### src/rtl/knn_pkg.sv
// knn_pkg: shared widths, vote-FSM states and count-width helper for the distance-sort pipeline
package knn_pkg;
  localparam int W_DEF = 16;
  localparam int TYPE_W_DEF = 3;
  typedef enum logic [1:0] {CLEAR, ACCUM, VOTE, OUT} state_t;
  function automatic int cnt_w(input int k);
    return $clog2(k + 1);
  endfunction
endpackage

### src/rtl/knn_argmax_scan.sv
// knn_argmax_scan: sequential argmax over histogram bins; KNN_VOTE_NEAREST_TIE_EN breaks ties by first_rank
module knn_argmax_scan
  import knn_pkg::*;
#(
  parameter int TYPE_W = TYPE_W_DEF,
  parameter int K = 5,
  parameter int N_TYPES = 2 ** TYPE_W
) (
  input  logic                  clk,
  input  logic                  rst,
  input  logic                  start,
  input  logic [TYPE_W-1:0]     bin_idx,
  input  logic [cnt_w(K)-1:0]   cnt,
  input  logic [cnt_w(K)-1:0]   first_rank,
  output logic                  done,
  output logic [TYPE_W-1:0]     best_type,
  output logic [cnt_w(K)-1:0]   best_cnt
);
  localparam int CW = cnt_w(K);
  logic run, act, better, last;
  assign act = start | run;
  assign last = bin_idx == TYPE_W'(N_TYPES - 1);
`ifdef KNN_VOTE_NEAREST_TIE_EN
  logic [CW-1:0] best_fr;
  assign better = start || cnt > best_cnt || (cnt == best_cnt && first_rank < best_fr);
  always_ff @(posedge clk)
    if (rst) best_fr <= CW'(K);
    else if (act && better) best_fr <= first_rank;
`else
  logic unused_fr;
  assign unused_fr = ^first_rank;
  assign better = start || cnt > best_cnt;
`endif
  always_ff @(posedge clk) begin
    if (rst) begin
      run <= 1'b0;
      done <= 1'b0;
      best_type <= '0;
      best_cnt <= '0;
    end else begin
      run <= act && !last;
      done <= act && last;
      if (act && better) begin
        best_type <= bin_idx;
        best_cnt <= cnt;
      end
    end
  end
endmodule

### src/rtl/knn_vote.sv
// knn_vote: K-nearest-neighbour majority vote over a sorted stream; KNN_VOTE_NEAREST_TIE_EN favours the nearer class on ties
module knn_vote
  import knn_pkg::*;
#(
  parameter int W = W_DEF,
  parameter int TYPE_W = TYPE_W_DEF,
  parameter int K = 5,
  parameter int N_TYPES = 2 ** TYPE_W
) (
  input  logic                  clk,
  input  logic                  rst,
  input  logic                  in_valid,
  output logic                  in_ready,
  input  logic [W-1:0]          in_dist,
  input  logic [TYPE_W-1:0]     in_type,
  input  logic                  in_last,
  output logic                  out_valid,
  input  logic                  out_ready,
  output logic [TYPE_W-1:0]     out_type,
  output logic [cnt_w(K)-1:0]   out_votes,
  output logic [W-1:0]          out_nearest
);
  localparam int CW = cnt_w(K);
  localparam int IW = $clog2(N_TYPES) + 1;
  localparam logic [CW-1:0] KC = CW'(K);
  state_t state, state_n;
  logic [IW-1:0] idx;
  logic [TYPE_W-1:0] bi, best_type;
  logic [CW-1:0] rank, best_cnt, fr_rd;
  logic [CW-1:0] hist [N_TYPES];
  logic xfer, start, done, last_bin;
  assign bi = idx[TYPE_W-1:0];
  assign in_ready = state == ACCUM;
  assign out_valid = state == OUT;
  assign xfer = in_valid && in_ready;
  assign start = state == VOTE && idx == '0;
  assign last_bin = idx == IW'(N_TYPES - 1);
  always_comb begin
    state_n = state;
    state_n = state == CLEAR ? (last_bin ? ACCUM : CLEAR) :
              state == ACCUM ? (xfer && in_last ? VOTE : ACCUM) :
              state == VOTE  ? (done ? OUT : VOTE) :
                               (out_ready ? CLEAR : OUT);
  end
  always_ff @(posedge clk)
    if (rst) state <= CLEAR;
    else state <= state_n;
`ifdef KNN_VOTE_NEAREST_TIE_EN
  logic [CW-1:0] fr [N_TYPES];
  assign fr_rd = fr[bi];
  always_ff @(posedge clk) begin
    if (rst) begin
      for (int i = 0; i < N_TYPES; i++) fr[i] <= KC;
    end else begin
      if (state == CLEAR) fr[bi] <= KC;
      if (xfer && rank < KC && fr[in_type] == KC) fr[in_type] <= rank;
    end
  end
`else
  assign fr_rd = KC;
`endif
  always_ff @(posedge clk) begin
    if (rst) begin
      idx <= '0;
      rank <= '0;
      out_type <= '0;
      out_votes <= '0;
      out_nearest <= '0;
      for (int i = 0; i < N_TYPES; i++) hist[i] <= '0;
    end else begin
      idx <= (state == CLEAR && !last_bin) || (state == VOTE && !done) ? idx + 1'b1 : '0;
      if (state == CLEAR) begin
        hist[bi] <= '0;
        rank <= '0;
      end
      if (xfer) begin
        if (rank < KC) hist[in_type] <= hist[in_type] + 1'b1;
        if (rank == '0) out_nearest <= in_dist;
        if (rank != KC) rank <= rank + 1'b1;
      end
      if (state == VOTE && done) begin
        out_type <= best_type;
        out_votes <= best_cnt;
      end
    end
  end
  knn_argmax_scan #(.TYPE_W(TYPE_W), .K(K), .N_TYPES(N_TYPES)) u_scan (
    .clk(clk),
    .rst(rst),
    .start(start),
    .bin_idx(bi),
    .cnt(hist[bi]),
    .first_rank(fr_rd),
    .done(done),
    .best_type(best_type),
    .best_cnt(best_cnt)
  );
endmodule

### config.mk
export PLATFORM = sky130hd
export DESIGN_NAME = knn_vote
export DESIGN_NICKNAME = d
export VERILOG_FILES = /design/src/rtl/knn_pkg.sv /design/src/rtl/knn_argmax_scan.sv /design/src/rtl/knn_vote.sv
export SDC_FILE = /design/constraint.sdc
export NUM_CORES = 1
export LEC_CHECK = 0
export ABC_AREA = 1
export CELL_PAD_IN_SITES_DETAIL_PLACEMENT = 1
export CELL_PAD_IN_SITES_GLOBAL_PLACEMENT = 2
export CORE_AREA = 4 4 108 110
export DETAILED_ROUTE_END_ITERATION = 16
export DIE_AREA = 0 0 112 114
export HOLD_SLACK_MARGIN = 0.1
export PLACE_DENSITY_LB_ADDON = 0.25
export SYNTH_ARGS = -nofsm -noshare
export SYNTH_HDL_FRONTEND = slang
export SYNTH_HIERARCHICAL = 1
export SYNTH_SLANG_ARGS = --single-unit
export TNS_END_PERCENT = 50
### constraint.sdc
create_clock -name clk -period 2.3 [get_ports clk]
set_input_delay 0.46 -clock clk [delete_from_list [all_inputs] [get_ports clk]]
set_output_delay 0.46 -clock clk [all_outputs]
set_load 0.05 [all_outputs]
After elaboration in Yosys (flattened, before gate mapping). Memory sizes are Yosys's and may differ from the RTL's. A register that Yosys moved wholly into a read port is not among the register bits. Index checks and enable logic that the tools add are counted.

Logic and storage cells: 71. Memory bits (writable): 24. Output and inout port bits: 24. Register bits after elaboration: 39. Memories: 1. Input bits: 24.

Equality and inequality tests: 6. Muxes and demuxes: 26. Add/sub/neg operators: 3. $lt $le $gt $ge: 2. Bitwise logic cells: 2. Reductions and logical operators: 21.

Memory list: hist (words 8, width 3, read ports 2, clocked after Yosys merged registers in 1, wr ports 8, RTL line knn_vote.sv:30) `logic [CW-1:0] hist [N_TYPES];`.

Operators with widths (number): $mux 3 (8); $mux 1 (13); $mux 2 (5); $logic_and 1x1->1 (9); $add 3x1->3 const B (2); $reduce_or 3->1 (2); $add 4x1->4 const B (1); $eq 2x2->1 const B (2); $eq 4x3->1 const B (1); $logic_not 4->1 (1); $eq 3x3->1 const B (1); $gt 3x3->1 (1); $logic_not 1->1 (3); $logic_not 3->1 (1); $lt 3x3->1 const B (1); $ne 3x3->1 const B (1); $eq 2x1->1 const B (1); $logic_not 2->1 (1); $logic_or 1x1->1 (2); $reduce_and 2->1 (1); $reduce_or 2->1 (1); $not 1->1 (1); $or 1x1->1 (1).

Longest topological paths before layout. Gate-level depths: netlist (run 1).

Depth in word-level cells: 7. Mapped depth: 16. Gate-level depth less buffers: 15.

By module. Netlist (run 1), hierarchy kept.

Modules (own cells, without submodules): knn_vote (instances 1, seq. area each 1341.3 µm², area each 2825.2 µm², cells an instance 363); knn_argmax_scan (instances 1, seq. area each 160.2 µm², area each 415.4 µm², cells an instance 58).

Least setup slack after synthesis (run 1). No wires, ideal clock.

Path type: register to register. Start: register idx[0]. End: register u_scan.best_type[1]. Library setup time: 0.115 ns. Buffers on the path: 3. Cell stages (with the launch flop): 15. Data arrival time: 2.027 ns. Setup slack: 0.158 ns. Clock period less this slack: 2.142 ns. Data required time: 2.185 ns. Cell sequence: dfxtp_1 -> buf_2 -> clkbuf_1 -> nand2_1 -> nand2_1 -> a21oi_1 -> a31oi_1 -> ha_1 -> nand3_1 -> nand2_1 -> inv_1 -> nand2_2 -> buf_6 -> a21oi_1 -> nor2_1.

Word-level cells in the longest chain between the ends: 4. Elaborated cells on any way between the ends: 5. Classes of those cells: bitwise: 1; reduce/logical: 4.

RTL lines: start: declaration (RTL line knn_vote.sv:27) `logic [IW-1:0] idx;`; start signal: assignment (RTL line knn_vote.sv:71) `idx <= (state == CLEAR && !last_bin) || (state == VOTE && !done) ? idx + 1'b1 : '0;`; $logic_not 4->1 * (RTL line knn_vote.sv:36) `assign start = state == VOTE && idx == '0;`; $logic_and 1x1->1 * (RTL line knn_vote.sv:36); $or 1x1->1 / $logic_or 1x1->1 (equally long branches) (RTL line knn_argmax_scan.sv:21, knn_argmax_scan.sv:32); $logic_and 1x1->1 * (RTL line knn_argmax_scan.sv:43) `if (act && better) begin`; end signal: assignment (RTL line knn_argmax_scan.sv:44) `best_type <= bin_idx;`; end: declaration (RTL line knn_argmax_scan.sv:16) `output logic [TYPE_W-1:0] best_type,`.

Mark *: on every way between the ends. The rest lies on a longest branch, timed or not. A chain may end at the register's enable or synchronous reset.

Worst setup path in the final report (run 1).
Start: register state[1]. End: output in_ready.

Word-level cells in the longest chain between the ends: 1.

RTL lines: start: declaration (RTL line knn_vote.sv:26) `state_t state, state_n;`; start signal: assignment (RTL line knn_vote.sv:47) `else state <= state_n;`; $eq 2x1->1 (RTL line knn_vote.sv:33) `assign in_ready = state == ACCUM;`; end: declaration (RTL line knn_vote.sv:13) `output logic in_ready,`.

Every way passes these cells.

==> results of run 1 <==
==> state kept, by name, indices dropped and copies added (netlist names) <==
name              flops
hist                 24
idx                   4
out_nearest          16
out_type              3
out_votes             3
rank                  3
state                 2
u_scan/best_cnt       3
u_scan/best_type      3
u_scan/done           1
u_scan/run            1
==> area by class of cell <==
| type | instances | area [um2] | share of cell area [%] |
|---|---|---|---|
| Multi-Input combinational cell | 297 | 1480 | 35.2 |
| Sequential cell | 63 | 1500 | 35.8 |
| Tap cell | 140 | 175 | 4.17 |
| Inverter | 43 | 168 | 3.99 |
| Timing Repair Buffer | 72 | 662 | 15.8 |
| Clock buffer | 13 | 190 | 4.53 |
| Clock inverter | 3 | 21.3 | 0.507 |
==> placed cells by master (no fill, tap or decap), types with 2 or more instances in the layout <==
cell type / n
sky130_fd_sc_hd__o21ai_0: 56
sky130_fd_sc_hd__nand2_1: 66
sky130_fd_sc_hd__clkinv_2: 3
sky130_fd_sc_hd__edfxtp_1: 24
sky130_fd_sc_hd__clkinvlp_4: 2
sky130_fd_sc_hd__nor2_1: 83
sky130_fd_sc_hd__nand2_2: 11
sky130_fd_sc_hd__inv_1: 38
sky130_fd_sc_hd__inv_2: 2
sky130_fd_sc_hd__nand4_1: 6
sky130_fd_sc_hd__nand3_4: 2
sky130_fd_sc_hd__dfxtp_1: 37
sky130_fd_sc_hd__dfxtp_2: 2
sky130_fd_sc_hd__nor2_2: 5
sky130_fd_sc_hd__clkdlybuf4s50_1: 47
sky130_fd_sc_hd__buf_4: 24
sky130_fd_sc_hd__clkbuf_8: 12
sky130_fd_sc_hd__ha_1: 9
sky130_fd_sc_hd__nand3_1: 20
sky130_fd_sc_hd__nor2_4: 3
sky130_fd_sc_hd__a21oi_1: 26
==> per-layer routing <==
layer / GRT usage, % / vias up
met2: 26.1 / 46
li1: - / 1503
met5: 0 / -
met1: 18.6 / 1418
met4: 5.69 / 0
met3: 3.55 / 12
==> stage by stage <==
step / area (um2) / TNS, ns
floorplan: 3230 / 0
global placement: 3950 / -0.526
detailed placement: 3950 / -1.60
CTS: 4160 / 0
global route: 4200 / -0.00488
finish: 4200 / 0
==> worst register-to-register path, cell delays in order (launching register included) <==
cell and delay [ns]:
sky130_fd_sc_hd__dfxtp_2 0.38, sky130_fd_sc_hd__clkinvlp_4 0.19, sky130_fd_sc_hd__nor2_1 0.13, sky130_fd_sc_hd__o21ai_0 0.09, sky130_fd_sc_hd__a21oi_1 0.16, sky130_fd_sc_hd__a31oi_2 0.07, sky130_fd_sc_hd__ha_1 0.33, sky130_fd_sc_hd__nand3_1 0.09
sky130_fd_sc_hd__nand2_1 0.05, sky130_fd_sc_hd__inv_1 0.13, sky130_fd_sc_hd__nand2_2 0.13, sky130_fd_sc_hd__a21oi_1 0.16, sky130_fd_sc_hd__nor2_1 0.06
==> repair_timing <==
action | CTS | global route
resized for setup | 0 | 7
endpoints found under the setup margin | 0 | 6
setup buffers | 0 | 1
==> where the power goes <==
part | internal, uW | switching [uW]
Clock | 548 | 474
Combinational | 160 | 233
Sequential | 1190 | 31.5
Total | 1900 | 738
==> path summary, 6_finish.rpt <==
| path | endpoint | cells after the start |
|---|---|---|
| worst min register to register | out_votes[0]$_SDFFE_PP0P_ | 2 |
| worst max register to register | u_scan/best_cnt[1]$_SDFFE_PP0P_ | 12 |
| worst min-delay path | out_votes[0]$_SDFFE_PP0P_ | 2 |
| worst max-delay path | in_ready | 4 |
==> impl_metrics.toml, run 1 <==
[run_status]
status = "finished clean"

[floorplanning]
floorplan.die_area_um2 = 12800
placementRows = 38
floorplan.io_pins = 48
floorplan.die.height_um = 114
placeableCoreArea_um2 = 10700
start_util_pct = 30.2
chipWidth_um = 112

[drt]
drtIter0Drc = 85
detail-route-antenna-nets = 0
routed-via-count = 2979
post_drt_via_cell_ratio = 4.72
m1WireLength_um = 4100
wl_per_cell_um = 14.6
routed-wl-met2_um = 4590
routed.top_layer = "met4"
drt_first_pass_iters = 4
met3RoutedLength_um = 369
drc = 0
finalWirelength_um = 9210

[global_route]
globalRoute.totalOverflow = 0
grt_antenna_before_repair = 0
first_global_vias = 3052
grt_pass1_wl_um = 15300
grt_util_all_layers_pct = 15.2
largest_net_degree_at_the_start_of_global_routing = 27

[critical_path]
max_stage_delay_ns = 0.80
crit_buf_inv = 3
timing.critical_path.to_type = "output pin"
start_kind = "flop"
critPathRequiredTime_ns = 1.84
chain_of_cells_forming_the_critical_path = "inv_2, nand2_2, inv_1, clkdlybuf4s50_1"
timing.critical_path.arrival_ns = 1.72
critical_path_slowest_stage_cell = "sky130_fd_sc_hd__clkdlybuf4s50_1"
critical-path-top-delay-family = "buffers and inverters"
worst-r2r-setup-slack_ns = 0.23
worst-path-max-fanout = 4
regToRegStartpoint = "idx[0]$_SDFF_PP0_"
worstSetupPathType = "reg2out"
critPathLaunch = "state[1]$_SDFF_PP0_"

[timing]
setup_viol_count_final = 0
timing_hold_violations_final = 0
report.final.slew_viol_count = 0
worst_slew_pin_slew_ns = 0.546
timing.max_slew.rel_slack_pct = 63.5
timing.final.crit_share_pct = 94.9
finalWorstSetupSlack_ns = 0.118
finClkSkew_ns = 0.00715
setup_repair_after_global_routing_missed_its_margin = "true"
fmax_mhz = 458
holdWs_ns = 0.451
layout_min_cycle_time_ns = 2.18

[synth]
syn-num-nets = 452
netlist_instances = 419
syn-cell-area_um2 = 3230
postSynthAreaPerCell_um2 = 7.72
synth.yosys.warnings = 6

[cells_and_area]
syn2layout_area_growth_pct = 29.9
antenna_cell_count = 0
layout-drive-gt1-share_pct = 14.9
finish.utilization_pct = 39.3
instances_no_fill = 631
number_of_fillers_in_the_final_layout = 1315
nets = 519

[placed_design]
dp_slack_ns = -0.128
weighted_congestion_reported_at_the_end_of_routability_driven_placement = 0.803
io_buffers = 47
dpl.hpwl_um = 7070
placed_cells = 613

[clock_network]
path_clk_slew_ns = 0.08
clock-sinks = 63
cts-buffers-inserted = 9
postCtsHoldBufs = 0
clock_tree.buffer_depth = 2
htreeDepth = 3
tritoncts = "built"
clk_latency_ns = 0.34
cts.root.buffer_cell = "sky130_fd_sc_hd__clkbuf_8"

[power_and_ir_drop]
power.density_cell_area_nw_per_um2 = 628
power.total_uw = 2640
vdd_ir_drop_max_mv = 0.315
leakagePower_uw = 0.00166

[hold_path]
worstHoldStart = "out_votes[0]$_SDFFE_PP0P_"
worst_hold_path_type = "reg2reg"

[flow_run]
cap_viol_max_count = 0
Power figures use the tool's default switching activity.
==> inputs of run 2 (changes only) <==
==> constraint.sdc (replaced) <==
create_clock -name clk -period 2.3 [get_ports clk]
set_input_delay 0.575 -clock clk [delete_from_list [all_inputs] [get_ports clk]]
set_output_delay 0.575 -clock clk [all_outputs]
set_load 0.05 [all_outputs]
==> run 2 against run 1 <==
Die area unchanged; critical endpoint is now hist[1][2]$_SDFFCE_PN0P_; combinational power down 1%; first-iteration DRC count grew 22%; global-route usage up 0.078 points; non-clock buffer count rose by 6; via count rose by 1.0%.
==> impl_metrics.toml, run 2 (synthesis gave the netlist of run 1 again) <==
[timing]
setup-tns-final_ns = 0
worst_slew_pin_slew_ns = 0.530
setup_viol_count_final = 0
timing_hold_violations_final = 0
layout_min_cycle_time_ns = 2.14
holdWs_ns = 0.447
finClkSkew_ns = 0.0108
timing.max_slew.rel_slack_pct = 64.6
timing.final.crit_share_pct = 93.0
report.final.slew_viol_count = 0
fmax_mhz = 467

[placed_design]
io_buffers = 47
postPlaceCellArea_um2 = 4000
weighted_congestion_reported_at_the_end_of_routability_driven_placement = 0.794
dpl.hpwl_um = 7220

[cells_and_area]
top_registers = "hist: 24 flops, out_nearest: 16 flops, idx: 4 flops"
final_cell_area_um2 = 4220
largest_register_ffs = 24
finish.utilization_pct = 39.5
layout_common_cells = "sky130_fd_sc_hd__nor2_1, sky130_fd_sc_hd__nand2_1, sky130_fd_sc_hd__o21ai_0"
syn2layout_area_growth_pct = 30.5
layout-drive-gt1-share_pct = 15.1
nets = 525
antenna_cell_count = 0
most_common_cell_after_layout_fill_and_taps_aside = "sky130_fd_sc_hd__nor2_1"
max_flop_register = "hist"

[critical_path]
timing.critical_path.arrival_ns = 2.25
critPathRequiredTime_ns = 2.41
critPathLaunch = "in_type[0]"
regToRegStartpoint = "idx[0]$_SDFF_PP0_"
worst-path-max-fanout = 14
worstRegToRegCells = 12
timing.critical_path.to_type = "flop"
worstSetupPathType = "in2reg"
start_kind = "input pin"
worst-r2r-setup-slack_ns = 0.18
worst_r2r_endpoint = "u_scan/best_cnt[0]$_SDFFE_PP0P_"

[global_route]
grt_antenna_before_repair = 0
first_global_vias = 3099
grt_pass1_wl_um = 15200
grt_util_all_layers_pct = 15.3
largest_net_degree_at_the_start_of_global_routing = 27
globalRoute.totalOverflow = 0

[clock_network]
tritoncts = "built"
htreeDepth = 3
clk_latency_ns = 0.36
cts.root.buffer_cell = "sky130_fd_sc_hd__clkbuf_8"
clock_tree.buffer_depth = 2
cts-buffers-inserted = 9
clock-sinks = 63
path_clk_slew_ns = 0.07

[drt]
detail-route-antenna-nets = 0
drtIter0Drc = 104
routed-via-count = 3009
drt_first_pass_iters = 4
post_drt_via_cell_ratio = 4.72
wl_per_cell_um = 14.4
drc = 0
finalWirelength_um = 9190

[floorplanning]
floorplan.die.height_um = 114
chipWidth_um = 112
floorplan.io_pins = 48
start_util_pct = 30.2
placeableCoreArea_um2 = 10700
floorplan.die_area_um2 = 12800
placementRows = 38

[flow_run]
cap_viol_max_count = 0

[power_and_ir_drop]
power.density_cell_area_nw_per_um2 = 606
power.total_uw = 2560
leakagePower_uw = 0.00170
vdd_ir_drop_max_mv = 0.374

[hold_path]
holdPathStages = 2
worstHoldStart = "out_votes[1]$_SDFFE_PP0P_"
worst_hold_path_type = "reg2reg"
hold_path_end = "out_votes[1]$_SDFFE_PP0P_"

[run_status]
status = "finished clean"
-- run 2: worst max path at each step --
stage                                       end  slack (ns)  depth (start not counted)
5_1_grt        u_scan/best_type[0]$_SDFFE_PP0P_       -0.01                         12
2_1_floorplan  u_scan/best_type[1]$_SDFFE_PP0P_        0.16                         14
4_1_cts         u_scan/best_cnt[0]$_SDFFE_PP0P_        0.03                         11
3_5_place_dp           hist[1][2]$_SDFFCE_PN0P_       -0.42                         11
6_report               hist[1][2]$_SDFFCE_PN0P_        0.16                         12
3_3_place_gp           hist[3][2]$_SDFFCE_PN0P_       -0.29                         12
-- run 2: critical path: stages --
cell	delay (ns)
sky130_fd_sc_hd__clkdlybuf4s50_1	0.45
sky130_fd_sc_hd__buf_4	0.18
sky130_fd_sc_hd__inv_2	0.08
sky130_fd_sc_hd__o21ai_0	0.16
sky130_fd_sc_hd__nand2_1	0.07
sky130_fd_sc_hd__nand2_1	0.08
sky130_fd_sc_hd__nand2_1	0.06
sky130_fd_sc_hd__ha_1	0.19
sky130_fd_sc_hd__inv_1	0.06
sky130_fd_sc_hd__nand3_1	0.08
sky130_fd_sc_hd__nand3_2	0.18
sky130_fd_sc_hd__nor2_1	0.08
-- run 2: power breakdown --
part	total (uW)	switching, uW	internal [uW]
Combinational	388	226	162
Sequential	1220	32.9	1190
Clock	947	456	491
-- run 2: repair_timing --
item                                   4_1_cts  5_1_grt
setup endpoints to repair                    4       15
cloned                                       0        1
gates resized for setup                      2        8
endpoints found under the hold margin        0        0
hold buffers                                 0        0
setup buffers                                0        1
-- run 2: layout make-up --
| class | count | area, um2 |
|---|---|---|
| clock buffers | 9 | 124 |
| well taps | 140 | 175 |
| repair inverters | 1 | 5.00 |
| fillers | 1305 | 6480 |
| clock inverters | 7 | 62.6 |
| inverters | 43 | 168 |
| multi-input cells | 296 | 1480 |
| flip-flops and latches | 63 | 1500 |
| repair buffers | 78 | 707 |
-- run 2: through the flow --
| stage | worst slack [ns] | cells |
|---|---|---|
| detailed placement | -0.417 | 619 |
| floorplan | 0.158 | 419 |
| global placement | -0.288 | 619 |
| global route | -0.0125 | 637 |
| finish | 0.161 | 637 |
| CTS | 0.0305 | 635 |
-- run 2: metal layers --
layer | wire length, um | part of all wire, % | GRT usage [%] | up-vias
met2 | 4560 | 50 | 26.1 | 54
li1 | - | - | - | 1518
met1 | 3900 | 42 | 17.1 | 1416
met3 | 465 | 5.1 | 5.20 | 21
met4 | 257 | 2.8 | 7.29 | 0
met5 | 0 | 0 | 0 | -
==> inputs of run 3 (changes only) <==
--- a/config.mk
+++ b/config.mk
@@ -8,11 +8,12 @@
 export ABC_AREA = 1
 export CELL_PAD_IN_SITES_DETAIL_PLACEMENT = 1
 export CELL_PAD_IN_SITES_GLOBAL_PLACEMENT = 2
-export CORE_AREA = 4 4 108 110
+export CORE_AREA = 4 4 113 115
 export DETAILED_ROUTE_END_ITERATION = 16
-export DIE_AREA = 0 0 112 114
+export DIE_AREA = 0 0 117 119
 export HOLD_SLACK_MARGIN = 0.1
 export PLACE_DENSITY_LB_ADDON = 0.25
+export RECOVER_POWER = 25
 export SYNTH_ARGS = -nofsm -noshare
 export SYNTH_HDL_FRONTEND = slang
 export SYNTH_HIERARCHICAL = 1
==> constraint.sdc (replaced) <==
create_clock -name clk -period 1.9 [get_ports clk]
set_input_delay 0.475 -clock clk [delete_from_list [all_inputs] [get_ports clk]]
set_output_delay 0.475 -clock clk [all_outputs]
set_load 0.05 [all_outputs]
==> run 3 against run 2 <==
First-iteration DRC count fell by 26%; design area rose by 3.8%; highest routed layer unchanged; critical path type is now reg2reg; clock power rose by 75%; global-route usage fell by 0.98 points; setup slack got worse by 0.23 ns; flip-flop and latch count did not move; the flow now finishes with violations (negative setup slack).
==> impl_metrics.toml, run 3 (synthesis gave the netlist of run 1 again) <==
[run_status]
status = "complete, but fails checks"
failing_checks = "negative setup slack"

[cells_and_area]
instances_no_fill = 653
top_registers = "hist: 24 flops, out_nearest: 16 flops, idx: 4 flops"
layout_common_cells = "sky130_fd_sc_hd__nor2_1, sky130_fd_sc_hd__nand2_1, sky130_fd_sc_hd__o21ai_0"
layout-drive-gt1-share_pct = 20.9
max_flop_register = "hist"
antenna_cell_count = 0
most_common_cell_after_layout_fill_and_taps_aside = "sky130_fd_sc_hd__nor2_1"
nets = 535
largest_register_ffs = 24
syn2layout_area_growth_pct = 35.4

[timing]
timing.max_slew.rel_slack_pct = 58.9
report.final.slew_viol_count = 0
timing.final.crit_share_pct = 104
fmax_mhz = 508
setup_viol_count_final = 6
setup_repair_after_global_routing_missed_its_margin = "true"
finalWorstSetupSlack_ns = -0.0685
timing_hold_violations_final = 0
finClkSkew_ns = 0.00664
worst_slew_pin_slew_ns = 0.619
layout_min_cycle_time_ns = 1.97
holdWs_ns = 0.441

[critical_path]
worstRegToRegCells = 12
critical_path_slowest_stage_cell = "sky130_fd_sc_hd__dfxtp_4"
worst_r2r_endpoint = "u_scan/best_cnt[1]$_SDFFE_PP0P_"
timing.critical_path.arrival_ns = 2.20
critical-path-top-cell-by-count = "sky130_fd_sc_hd__nor2_1"
timing.critical_path.to_type = "flop"
chain_of_cells_forming_the_critical_path = "buf_8, nor2_2, nor2_1, o21ai_1, a31oi_2, ha_1, a21oi_2, nand2_2, nand2_4, nand3_1, nand2_1, nor2_1"
worst-path-max-fanout = 8
regToRegStartpoint = "idx[0]$_SDFF_PP0_"
worstSetupPathType = "reg2reg"
worst-r2r-setup-slack_ns = -0.07
start_kind = "flop"
critPathRequiredTime_ns = 2.13
max_stage_delay_ns = 0.40

[power_and_ir_drop]
leakagePower_uw = 0.00176
power.total_uw = 3720
p_comb_share_pct = 15.5
internal_power_contribution_uw = 2770
power.switching_fraction_pct = 25.5
pwr-share-seq_pct = 39.8
power.density_cell_area_nw_per_um2 = 849
p_clk_share_pct = 44.7
switchingPower_uw = 946
vdd_ir_drop_max_mv = 0.332

[drt]
finalWirelength_um = 9270
detail-route-antenna-nets = 0
drc = 0
drt_first_pass_iters = 4
routed-via-count = 2969
drtIter0Drc = 77
wl_per_cell_um = 14.2
post_drt_via_cell_ratio = 4.55

[placed_design]
dpl.hpwl_um = 7140
io_buffers = 47
weighted_congestion_reported_at_the_end_of_routability_driven_placement = 0.859
placed_cells = 634

[hold_path]
holdPathStages = 2
hold_path_end = "out_votes[1]$_SDFFE_PP0P_"
worst_hold_path_type = "reg2reg"
worstHoldStart = "out_votes[1]$_SDFFE_PP0P_"

[clock_network]
clock-sinks = 63
cts-buffers-inserted = 9
clk_latency_ns = 0.34
postCtsHoldBufs = 0
tritoncts = "built"
cts.root.buffer_cell = "sky130_fd_sc_hd__clkbuf_16"
htreeDepth = 3
path_clk_slew_ns = 0.05
clock_tree.buffer_depth = 2

[floorplanning]
chipWidth_um = 117
floorplan.io_pins = 48
floorplan.die_area_um2 = 13900
floorplan.die.height_um = 119
placementRows = 40
placeableCoreArea_um2 = 11800
start_util_pct = 27.4

[global_route]
grt_util_all_layers_pct = 14.3
grt_pass1_wl_um = 15300
grt_antenna_before_repair = 0
first_global_vias = 3029
largest_net_degree_at_the_start_of_global_routing = 27
globalRoute.totalOverflow = 0

[flow_run]
cap_viol_max_count = 0
run 3: power by group through the flow:
stage          Sequential [uW]  Clock [uW]  Combinational, uW
2_1_floorplan             1500           0                285
3_3_place_gp              1500           0                504
3_5_place_dp              1500           0                517
4_1_cts                   1480        1700                554
5_1_grt                   1480        1770                648
6_report                  1480        1660                575
run 3: through the flow:
| stage | area (um2) | utilization [%] | setup TNS [ns] | setup slack (ns) |
|---|---|---|---|---|
| final | 4380 | 37.1 | -0.297 | -0.0685 |
| after global routing | 4380 | 37.1 | -1.33 | -0.232 |
| after CTS | 4390 | 37.2 | -0.441 | -0.0814 |
| after detailed placement | 4030 | 34.1 | -25.39 | -0.633 |
| after global placement | 4030 | 34.1 | -21.66 | -0.553 |
| after floorplan | 3250 | - | -0.0000527 | -0.0000527 |
run 3: worst max-delay path by stage:
stage,from,to,slack (ns),cells after the start
2_1_floorplan,idx[0]$_SDFF_PP0_,u_scan/best_type[1]$_SDFFE_PP0P_,-0.00005,14
3_3_place_gp,in_type[0],hist[6][2]$_SDFFCE_PN0P_,-0.55,12
3_5_place_dp,in_type[1],hist[0][2]$_SDFFCE_PN0P_,-0.63,12
4_1_cts,idx[0]$_SDFF_PP0_,u_scan/best_cnt[1]$_SDFFE_PP0P_,-0.08,13
5_1_grt,idx[0]$_SDFF_PP0_,u_scan/best_type[2]$_SDFFE_PP0P_,-0.23,12
6_report,idx[0]$_SDFF_PP0_,u_scan/best_cnt[1]$_SDFFE_PP0P_,-0.07,12
run 3: worst max-delay path, delay by kind of cell, from the launching register on:
family | cells | cell delay (ns)
AO/OA/AOI/OAI | 3 | 0.48
flip-flops | 1 | 0.40
buffers and inverters | 1 | 0.13
adder cells (fa/ha/maj) | 1 | 0.30
AND/OR/NAND/NOR | 7 | 0.54
run 3: layout make-up:
class | instances | area [um2]
multi-input cells | 297 | 1540
clock inverters | 1 | 8.76
well taps | 147 | 184
repair buffers | 88 | 681
flip-flops and latches | 63 | 1510
clock buffers | 14 | 295
fillers | 1453 | 7430
inverters | 43 | 166
run 3: what timing repair did:
| action | in CTS | in global routing |
|---|---|---|
| pin swaps | 5 | 6 |
| gates resized for setup | 17 | 21 |
| buffers inserted | 0 | 1 |
| endpoints found under the setup margin | 42 | 40 |
| gates cloned | 2 | 1 |
run 3: layer usage:
metal  wire, um  global-route usage [%]  up-vias
met1       4160                    17.5     1385
met3        268                    3.71       13
met4        184                    6.38        0
met2       4660                    23.3       39
li1           -                       -     1532
met5          0                       0        -
